$ cat src/rtl/piso_shift_tx.sv
// Parallel-in, serial-out transmitter: one WIDTH-bit word per frame, MSB first.
// Define PISO_PARITY_EN to append an even-parity bit after the data LSB.
module piso_shift_tx #(
  parameter int WIDTH = 8
) (
  input  logic             clk,
  input  logic             rst,
  input  logic [WIDTH-1:0] din,
  input  logic             din_valid,
  output logic             din_ready,
  output logic             sout,
  output logic             sout_valid,
  output logic             sout_last
);

`ifdef PISO_PARITY_EN
  localparam int FRAME = WIDTH + 1;
`else
  localparam int FRAME = WIDTH;
`endif
  localparam int CNT_W = $clog2(WIDTH + 2);
  localparam logic [CNT_W-1:0] LAST_IDX = CNT_W'(FRAME - 1);

  typedef enum logic {
    IDLE,
    SHIFT
  } state_t;

  state_t           state;
  logic [FRAME-1:0] shreg;
  logic [CNT_W-1:0] cnt;
  logic [CNT_W-1:0] cnt_next;
  logic [FRAME-1:0] load_word;
  logic             accept;

  function automatic logic [FRAME-1:0] frame_word(input logic [WIDTH-1:0] w);
`ifdef PISO_PARITY_EN
    return {w, ^w};
`else
    return w;
`endif
  endfunction

  // A new word may enter while idle or on the final bit of the current frame,
  // which lets consecutive frames abut with no gap.
  assign din_ready = (state == IDLE) || ((state == SHIFT) && sout_last);
  assign accept    = din_valid && din_ready;
  assign load_word = frame_word(din);
  assign cnt_next  = cnt + 1'b1;

  // shreg holds the bits still to be sent after the one currently on sout.
  always_ff @(posedge clk) begin
    if (rst) begin
      state      <= IDLE;
      shreg      <= '0;
      cnt        <= '0;
      sout       <= 1'b0;
      sout_valid <= 1'b0;
      sout_last  <= 1'b0;
    end else if (accept) begin
      state      <= SHIFT;
      sout       <= load_word[FRAME-1];
      shreg      <= {load_word[FRAME-2:0], 1'b0};
      cnt        <= '0;
      sout_valid <= 1'b1;
      sout_last  <= 1'b0;
    end else if (state == SHIFT) begin
      if (sout_last) begin
        state      <= IDLE;
        cnt        <= '0;
        sout       <= 1'b0;
        sout_valid <= 1'b0;
        sout_last  <= 1'b0;
      end else begin
        sout       <= shreg[FRAME-1];
        shreg      <= {shreg[FRAME-2:0], 1'b0};
        cnt        <= cnt_next;
        sout_valid <= 1'b1;
        sout_last  <= (cnt_next == LAST_IDX);
      end
    end
  end

endmodule

$ cat config.mk
export PLATFORM = sky130hd
export DESIGN_NAME = piso_shift_tx
export DESIGN_NICKNAME = d
export VERILOG_FILES = /design/src/rtl/piso_shift_tx.sv
export SDC_FILE = /design/constraint.sdc
export NUM_CORES = 1
export LEC_CHECK = 0
export BUFFER_PORTS_ARGS = -buffer_cell sky130_fd_sc_hd__buf_2
export CAP_MARGIN = 25
export CORE_AREA = 2 2 40 42
export DETAILED_ROUTE_END_ITERATION = 6
export DIE_AREA = 0 0 42 44
export HOLD_SLACK_MARGIN = 0.02
export PLACE_DENSITY = 0.76
export SLEW_MARGIN = 10
export SYNTH_ARGS = -nofsm -noshare
export SYNTH_HDL_FRONTEND = slang
export SYNTH_SLANG_ARGS = --single-unit
$ cat constraint.sdc
create_clock -name clk -period 1.8 [get_ports clk]
set_input_delay 0.09 -clock clk [delete_from_list [all_inputs] [get_ports clk]]
set_output_delay 0.09 -clock clk [all_outputs]
set_load 0.03 [all_outputs]
==> results.txt, run 1 <==
----------------------------------------------------
[Placement]
  Port buffer count ... 14
  Final weighted congestion in routability-driven placement ... approximately 0.79
  Post-DP HPWL ... between 800 and 900 um

[Cells and area]
  Number of filler cells placed in the layout ... about 130
  Total inserted antenna cells ... 0
  Multi-input gate area ... roughly 370 sq um
  Storage cell area ... roughly 300 sq um
  Most common cell after layout, fill and taps aside ... dfxtp_1
  Commonest cells after routing, fill and taps aside ... dfxtp_1, buf_2, mux2i_1, nor2_1, a211oi_2
  Area Overhead vs Synth ... 10.1%
  Post-layout nets ... 99
  Layout cells sized above 1 ... between 30% and 40%

[Worst setup path]
  Critical setup path kind ... reg2out
  Type of element capturing the critical path ... output port
  Worst EP arrival ... approximately 1.3 ns
  Reg-to-reg critical path startpoint ... cnt[0]
  Crit-path max cell delay ... approximately 0.37 ns
  Worst path cell trace ... and2b_4, inv_6, buf_2
  WP data required ... approximately 1.7 ns
  Max stage delay cell, worst path ... dfxtp_1
  Worst setup SP type ... flop
  Register-to-register setup slack ... around 0.6 ns
  Critical path peak fanout ... 15
  Reg-to-reg critical path endpoint ... sout_last
  Worst r2r path cells ... 4

[Detailed routing]
  Via count ... roughly 550
  First-pass iteration count of the detailed router ... 3
  DRT Wirelength ... ~1200 um
  Number of nets still failing antenna checks after routing ... 0
  Detailed-route wire length per cell ... approximately 12 um
  Starting DRT DRC Count ... 1
  Post-detailed-route DRC marker count ... 0
  Routed via count divided by cell count ... approximately 5.5

[Clocking]
  Clk Latency, worst-skew pair ... 0.29 ns
  Hold-fix buffer count after cts ... 0
  Root Buffer ... clkbuf_4
  Post-cts sizing count ... 0
  Clock-pin slew on the worst setup and hold paths ... ~0.09 ns
  Bufs on Longest Clock Path ... 2
  Clock buffer count from CTS ... 3
  Buffer count from post-CTS setup fixing ... 0
  TritonCTS sink count ... 15
  Clock tree from TritonCTS ... yes
  H-tree depth ... 1

[Floorplanning]
  Row cnt ... 14
  Placeable Area ... 1420 sq um
  Height of the chip ... between 40 and 50 um
  Number of placed I/O pins ... 15
  Overall die width ... 42 um
  Die outline area ... 1850 sq um
  Effective utilization at floorplan ... between 50% and 60%

[Power]
  Clock Power Share ... between 20% and 30%
  Net switching component of the power ... around 0.00018 W
  Net Sw Frac ... 27.5%
  Sequential share of power ... a little over half
  Static leakage ... 0.354 nW
  Gate power share ... approximately 16%
  Power per cell area ... around 820 nW/um^2
  Cell internal pwr ... 0.000482 W
  Worst IR drop on VDD ... approximately 0.47 mV

[Status]
  Status ... completed

[STA]
  Min Hold Slack ... approximately 0.11 ns
  Crit path time final ... approximately 1.3 ns
  Max Clock Freq ... ~750 MHz
  Setup TNS ... 0 ns
  Setup Skew ... 0.00507 ns
  Final worst-path cycle share ... around three quarters
  Normalized max-slew margin ... between 70% and 80%
  Final Hold Fails ... 0
  Transition time of the tightest slew-check pin ... 0.362 ns
  Number of slew-limit violations in the final report ... 0
  Setup repair after global routing missed its margin ... false
  Setup violations, final ... 0

[Yosys]
  Mapped Cells ... 71
  Number of distinct library cell variants in the gate-level netlist after synthesis ... 26
  Number of synthesized register bits ... 15
  Part of the Yosys area used for sequential elements ... 41.0%
  Total number of yosys warnings ... 0
  Syn Std Cell Area ... between 700 and 800 sq um
  Average instance area after synthesis ... just over 10 sq um
  Synthesized net count ... 84

[Global route]
  GR Overflow Total ... 0
  Wire length of the first global-routing pass ... approximately 2100 um
  Met3 Track Usage GR ... around 5.0%
  GR Layer Usage met1 ... 15.9%
  Pin count of the biggest net entering global routing ... 17
  Number of global-route vias before repair ... between 500 and 600
  Layer carrying the most global-route usage ... met2
  Total global routing track utilization ... approximately 16%
  Met2 usage ... between 20% and 30%
  Initial antenna violation count ... 0

[Worst hold path]
  Startpoint of the tightest hold check path ... din[0]
  Class of the tightest hold or removal check ... in2reg
  Worst hold path depth ... 3
  Hold worst-path end ... shreg[1]

[Job]
  Max-capacitance violation count ... 0

----------------------------------------------------
==> power groups by stage <==
stage	logic [W]	registers [W]	clock network (W)
2_1_floorplan	0.0000837	0.000377	0
3_3_place_gp	0.000103	0.000372	0
3_5_place_dp	0.000105	0.000373	0
4_1_cts	0.000106	0.000365	0.000197
5_1_grt	0.000115	0.000368	0.000208
6_report	0.000104	0.000365	0.000195
==> state kept, by name (all words and copies together), names as in the netlist <==
name	count
sout_last	1
sout_valid	1
sout	1
cnt	4
shreg	7
state	1
==> kinds of logic after synthesis <==
logic type	count (synthesis)	share of synthesized area (%)
AOI/OAI and AO/OA	14	19.1
xor gates and xnor gates	2	2.39
adders and majority gates	2	3.41
buffers and inverters	9	9.04
DFF	15	41.0
muxes	8	10.9
and+or+nand+nor	21	14.2
==> area by class of cell <==
| type | count | share of cell area (%) |
|---|---|---|
| timing repair buffer | 14 | 8.68 |
| clock buffer | 4 | 3.26 |
| multi-input combinational | 47 | 45.4 |
| sequential | 15 | 37.2 |
| inverter | 5 | 2.95 |
| tap | 16 | 2.48 |
==> routing by layer <==
metal | vias up | share of wire (%)
met5 | - | 0
met4 | 0 | 3.0
met3 | 5 | 4.6
met2 | 10 | 50
met1 | 263 | 43
li1 | 273 | -
==> cell usage after synthesis <==
| master | instances | area, sq um |
|---|---|---|
| a211oi_2 | 6 | 75.1 |
| a21oi_1 | 4 | 20.0 |
| a32o_1 | 1 | 10.0 |
| a32oi_1 | 1 | 8.76 |
| and2b_4 | 1 | 10.0 |
| buf_12 | 1 | 20.0 |
| buf_4 | 1 | 7.51 |
| buf_6 | 1 | 11.3 |
| clkbuf_1 | 1 | 3.75 |
| dfxtp_1 | 15 | 300 |
| ha_1 | 2 | 25.0 |
| inv_1 | 4 | 15.0 |
| inv_6 | 1 | 8.76 |
| mux2i_1 | 8 | 80.1 |
| nand2_1 | 3 | 11.3 |
| nand2_2 | 1 | 6.26 |
| nand2b_1 | 1 | 6.26 |
| nand3_1 | 2 | 10.0 |
| nor2_1 | 8 | 30.0 |
| nor2_2 | 3 | 18.8 |
| nor3_1 | 1 | 5.00 |
| o32a_1 | 1 | 10.0 |
| o41ai_2 | 1 | 16.3 |
| or2_0 | 1 | 6.26 |
| xnor2_1 | 1 | 8.76 |
| xor2_1 | 1 | 8.76 |
==> critical path, delay by kind of cell (launching register included) <==
family | cells | cell delay [ns]
buffers and inverters | 2 | 0.36
flip-flops | 1 | 0.37
AND/OR/NAND/NOR | 1 | 0.24
==> per-stage QoR <==
stage | worst slack, ns | total power, W | std cells | cell area, sq um | utilization, %
final | 0.463 | 0.000665 | 101 | 807 | 56.9
after global routing | 0.416 | 0.000692 | 101 | 807 | 56.9
after CTS | 0.460 | 0.000668 | 101 | 807 | 56.9
after detailed placement | 0.624 | 0.000478 | 97 | 781 | 55.0
after global placement | 0.650 | 0.000476 | 97 | 781 | 55.0
after floorplan | 0.531 | 0.000461 | 71 | 733 | -
==> worst max path at each step <==
stage               slack (ns)  depth (start not counted)      start        end
finish                    0.46                          3  sout_last  din_ready
global route              0.42                          3  sout_last  din_ready
CTS                       0.46                          3  sout_last  din_ready
detailed placement        0.62                          4     cnt[0]  sout_last
global placement          0.65                          4     cnt[1]  sout_last
floorplan                 0.53                          5  sout_last   shreg[2]
Power figures use the tool's default switching activity.
==> run 2: changes to the inputs <==
- ABC_AREA: not set -> 1
- CORE_AREA: 2 2 40 42 -> 2 2 43 45
- DIE_AREA: 0 0 42 44 -> 0 0 45 47
- PLACE_DENSITY: 0.76 -> 0.69
- clock period: 1.8 -> 1.2 ns (I/O delays scaled with it)
==> run 2 against run 1 <==
  * Global-route usage up 0.67 points
  * First-iteration DRC count rose to 8.0 times the previous value
  * Die area up 14%
  * Power up 52%
  * Cell area up 17%
  * Worst setup slack worse by 0.41 ns
  * Synthesized cell count up 38%
  * Critical path depth up 5
  * Utilization up 0.091 points
  * Area after synthesis down 2.4%
  * Sequential share of layout area down 4.9 points
==> results.txt, run 2 <==
----------------------------------------------------
[Status]
  Status ... completed

[Yosys]
  Compound-cell area share of the yosys netlist ... 8.04% (-11 points)
  Average instance area after synthesis ... 7.30 sq um (-29%)
  Share of synthesized registers carrying an async set or reset ... 0% (unchanged)
  Number of synthesized register bits ... 15 (unchanged)
  Most frequent cell after synthesis ... nand2_1
  Xor/xnor share of the synthesized area ... 0% (-2.4 points)
  Synthesized net count ... 111 (+32%)
  Part of the Yosys area used for sequential elements ... 42.0% (+1.0 points)
  Main combinational cell family by area after synthesis ... simple AND/OR/NAND/NOR gates
  Cell type contributing the most total cell area after synthesis ... dfxtp_1
  Total number of yosys warnings ... 0 (unchanged)
  Share of synthesized cell area in full adder, half adder and majority cells ... 3.50% (+0.084 points)
  Syn Std Cell Area ... 716 sq um (-2.4%)
  Number of distinct library cell variants in the gate-level netlist after synthesis ... 17 (-35%)
  Main flop type after synthesis ... dfxtp_1
  Proportion of synthesized area in mux cells ... 0% (-11 points)
  Synth Area in Simple Gates ... 37.1% (+23 points)
  Portion of synthesized cell area occupied by the leading cell type ... 42.0% (+1.0 points)
  Mapped Cells ... 98 (+38%)
  Top post-synthesis cells by count ... nand2_1, dfxtp_1, inv_1, nand3_1, a21oi_1
  Top cells by area, synth ... dfxtp_1, nand2_1, inv_1
  Post-synth EDFFs ... 0 (unchanged)

[Worst setup path]
  Critical setup path kind ... reg2reg
  Critical path peak fanout ... 8 (-7)
  Register-to-register setup slack ... 0.06 ns (-0.55 ns)
  Reg-to-reg critical path startpoint ... state
  Reg-to-reg critical path endpoint ... shreg[3]
  Worst r2r path cells ... 8 (+4)
  Worst EP arrival ... 1.37 ns (+0.12 ns)
  Type of element capturing the critical path ... flop
  Worst setup SP type ... flop
  WP data required ... 1.43 ns (-0.28 ns)

[Cells and area]
  Multi-input gate area ... 362 sq um (-1.4%)
  Area Overhead vs Synth ... 31.5%
  Most common cell after layout, fill and taps aside ... nand2_1
  Commonest cells after routing, fill and taps aside ... nand2_1, buf_2, inv_1, dfxtp_1
  Register bank with the most flops ... shreg
  Leading registers by flop count ... shreg (7), cnt (4)
  Number of filler cells placed in the layout ... 167 (+33%)
  Layout cells sized above 1 ... 31.5% (-3.8 points)
  Post-route cell area ... 941 sq um (+17%)
  Post-route core utilization ... 57.0% (+0.091 points)
  Post-layout nets ... 141 (+42%)
  Storage cell area ... 304 sq um (+1.3%)
  Total inserted antenna cells ... 0 (unchanged)
  Max reg flops ... 7 (unchanged)

[Floorplanning]
  Die outline area ... 2120 sq um (+14%)
  Overall die width ... 45 um (+7.1%)
  Placeable Area ... 1650 sq um (+16%)
  Effective utilization at floorplan ... 43.3% (-8.3 points)
  Row cnt ... 15 (+1)
  Number of placed I/O pins ... 15 (unchanged)
  Height of the chip ... 47 um (+6.8%)

[Global route]
  Pin count of the biggest net entering global routing ... 11 (-6)
  GR Overflow Total ... 0 (unchanged)
  Number of global-route vias before repair ... 631 (+18%)
  Initial antenna violation count ... 0 (unchanged)
  Wire length of the first global-routing pass ... 2440 um (+15%)
  Total global routing track utilization ... 16.4% (+0.67 points)

[Detailed routing]
  Number of nets still failing antenna checks after routing ... 0 (unchanged)
  Routed via count divided by cell count ... 4.77 (-13%)
  DRT Wirelength ... 1560 um (+28%)
  Detailed-route wire length per cell ... 10.8 um (-10%)
  Post-detailed-route DRC marker count ... 0 (unchanged)
  Via count ... 687 (+25%)
  Starting DRT DRC Count ... 8 (+7)
  First-pass iteration count of the detailed router ... 4 (+1)

[STA]
  Number of slew-limit violations in the final report ... 0 (unchanged)
  Setup TNS ... 0 ns (unchanged)
  Transition time of the tightest slew-check pin ... 0.267 ns (-0.0950 ns)
  Setup repair after global routing missed its margin ... true
  Normalized max-slew margin ... 82.2% (+6.3 points)
  Max Clock Freq ... roughly 870 MHz
  Min Hold Slack ... 0.0597 ns (-0.0532 ns)
  Final setup margin ... 0.0557 ns (-0.408 ns)
  Final Hold Fails ... 0 (unchanged)
  Setup Skew ... 0.00289 ns (-0.00218 ns)
  Setup violations, final ... 0 (unchanged)
  Final worst-path cycle share ... between 90% and 100%
  Crit path time final ... 1.14 ns

[Power]
  Worst IR drop on VDD ... 0.689 mV (+47%)
  Static leakage ... 0.458 nW (+30%)
  Power per cell area ... 1070 nW/um^2 (+30%)

[Placement]
  Port buffer count ... 14 (unchanged)
  Final weighted congestion in routability-driven placement ... 0.749 (-5.4%)
  Post-DP HPWL ... 982 um (+11%)
  Placement-stage cell area ... 793 sq um (+1.6%)
  Pre-CTS WS ... 0.0693 ns (-0.555 ns)

[Worst hold path]
  Hold worst-path end ... shreg[7]
  Class of the tightest hold or removal check ... in2reg
  Worst hold path depth ... 5 (+2)
  Startpoint of the tightest hold check path ... din[6]

[Clocking]
  H-tree depth ... 1 (unchanged)
  TritonCTS sink count ... 15 (unchanged)
  Root Buffer ... clkbuf_4
  Clock tree from TritonCTS ... yes
  Bufs on Longest Clock Path ... 2 (unchanged)
  Clock-pin slew on the worst setup and hold paths ... 0.09 ns (about the same)
  Clk Latency, worst-skew pair ... 0.27 ns (-0.02 ns)
  Clock buffer count from CTS ... 3 (unchanged)

[Job]
  Max-capacitance violation count ... 0 (unchanged)

----------------------------------------------------
## run 2: cell types whose count changed in the layout (fill, tap and decap cells not counted), moves of 4 or more
cell / previous run / this run
nand3_1: 2 / 7
mux2i_1: 8 / 0
buf_4: 0 / 7
nand2_1: 3 / 36
nor2_1: 8 / 4
a211oi_2: 6 / 0
inv_1: 4 / 12
## run 2: through the flow
stage | power (W) | cells
2_1_floorplan | 0.000649 | 98
3_3_place_gp | 0.000683 | 128
3_5_place_dp | 0.000686 | 128
4_1_cts | 0.00101 | 138
5_1_grt | 0.00106 | 144
6_report | 0.00101 | 144
## run 2: cell families after synthesis
group / count (synthesis)
AOI/OAI and AO/OA: 10
adders and majority gates: 2
buffers and inverters: 15
DFF: 15
and+or+nand+nor: 56
## run 2: final cells by class
| class | instances | share of cell area [%] |
|---|---|---|
| multi-input combinational | 69 | 38.4 |
| sequential | 15 | 32.3 |
| tap | 17 | 2.26 |
| clock buffer | 4 | 2.79 |
| timing repair buffer | 25 | 18.4 |
| inverter | 14 | 5.85 |
## run 2: worst max-delay path, stage by stage (launching register included)
cell and delay [ns]:
dfxtp_2 0.34, inv_4 0.10, nor2_8 0.05, buf_12 0.14
nor2_4 0.21, nand2_1 0.08, nand3_1 0.06, nand2_1 0.05
inv_1 0.06
## run 2: repair_timing
action	CTS	global route
cloned	0	1
setup buffers	3	5
hold buffers	3	0
setup endpoints to repair	1	10
hold endpoints to repair	4	0
pin swaps	1	12
gates resized for setup	1	4
## run 2: how the worst max path moves through the flow
stage,start,to,depth (start not counted)
2_1_floorplan,sout_last,cnt[1],6
3_3_place_gp,state,shreg[3],7
3_5_place_dp,state,sout_last,6
4_1_cts,state,din_ready,4
5_1_grt,state,shreg[3],8
6_report,state,shreg[3],8
## run 2: power by group
group / internal [W] / total, W / switching [W]
Sequential: 0.000522 / 0.000536 / 0.0000140
Combinational: 0.0000853 / 0.000191 / 0.000105
Clock: 0.000129 / 0.000283 / 0.000155
Total: 0.000736 / 0.00101 / 0.000274
## run 2: metal layers
layer | vias up | share of wire, % | GRT usage [%]
met3 | 4 | 3.1 | 2.31
met1 | 308 | 42 | 17.8
met5 | - | 0 | 0
met2 | 11 | 53 | 28.6
li1 | 364 | - | -
met4 | 0 | 2.0 | 12.9
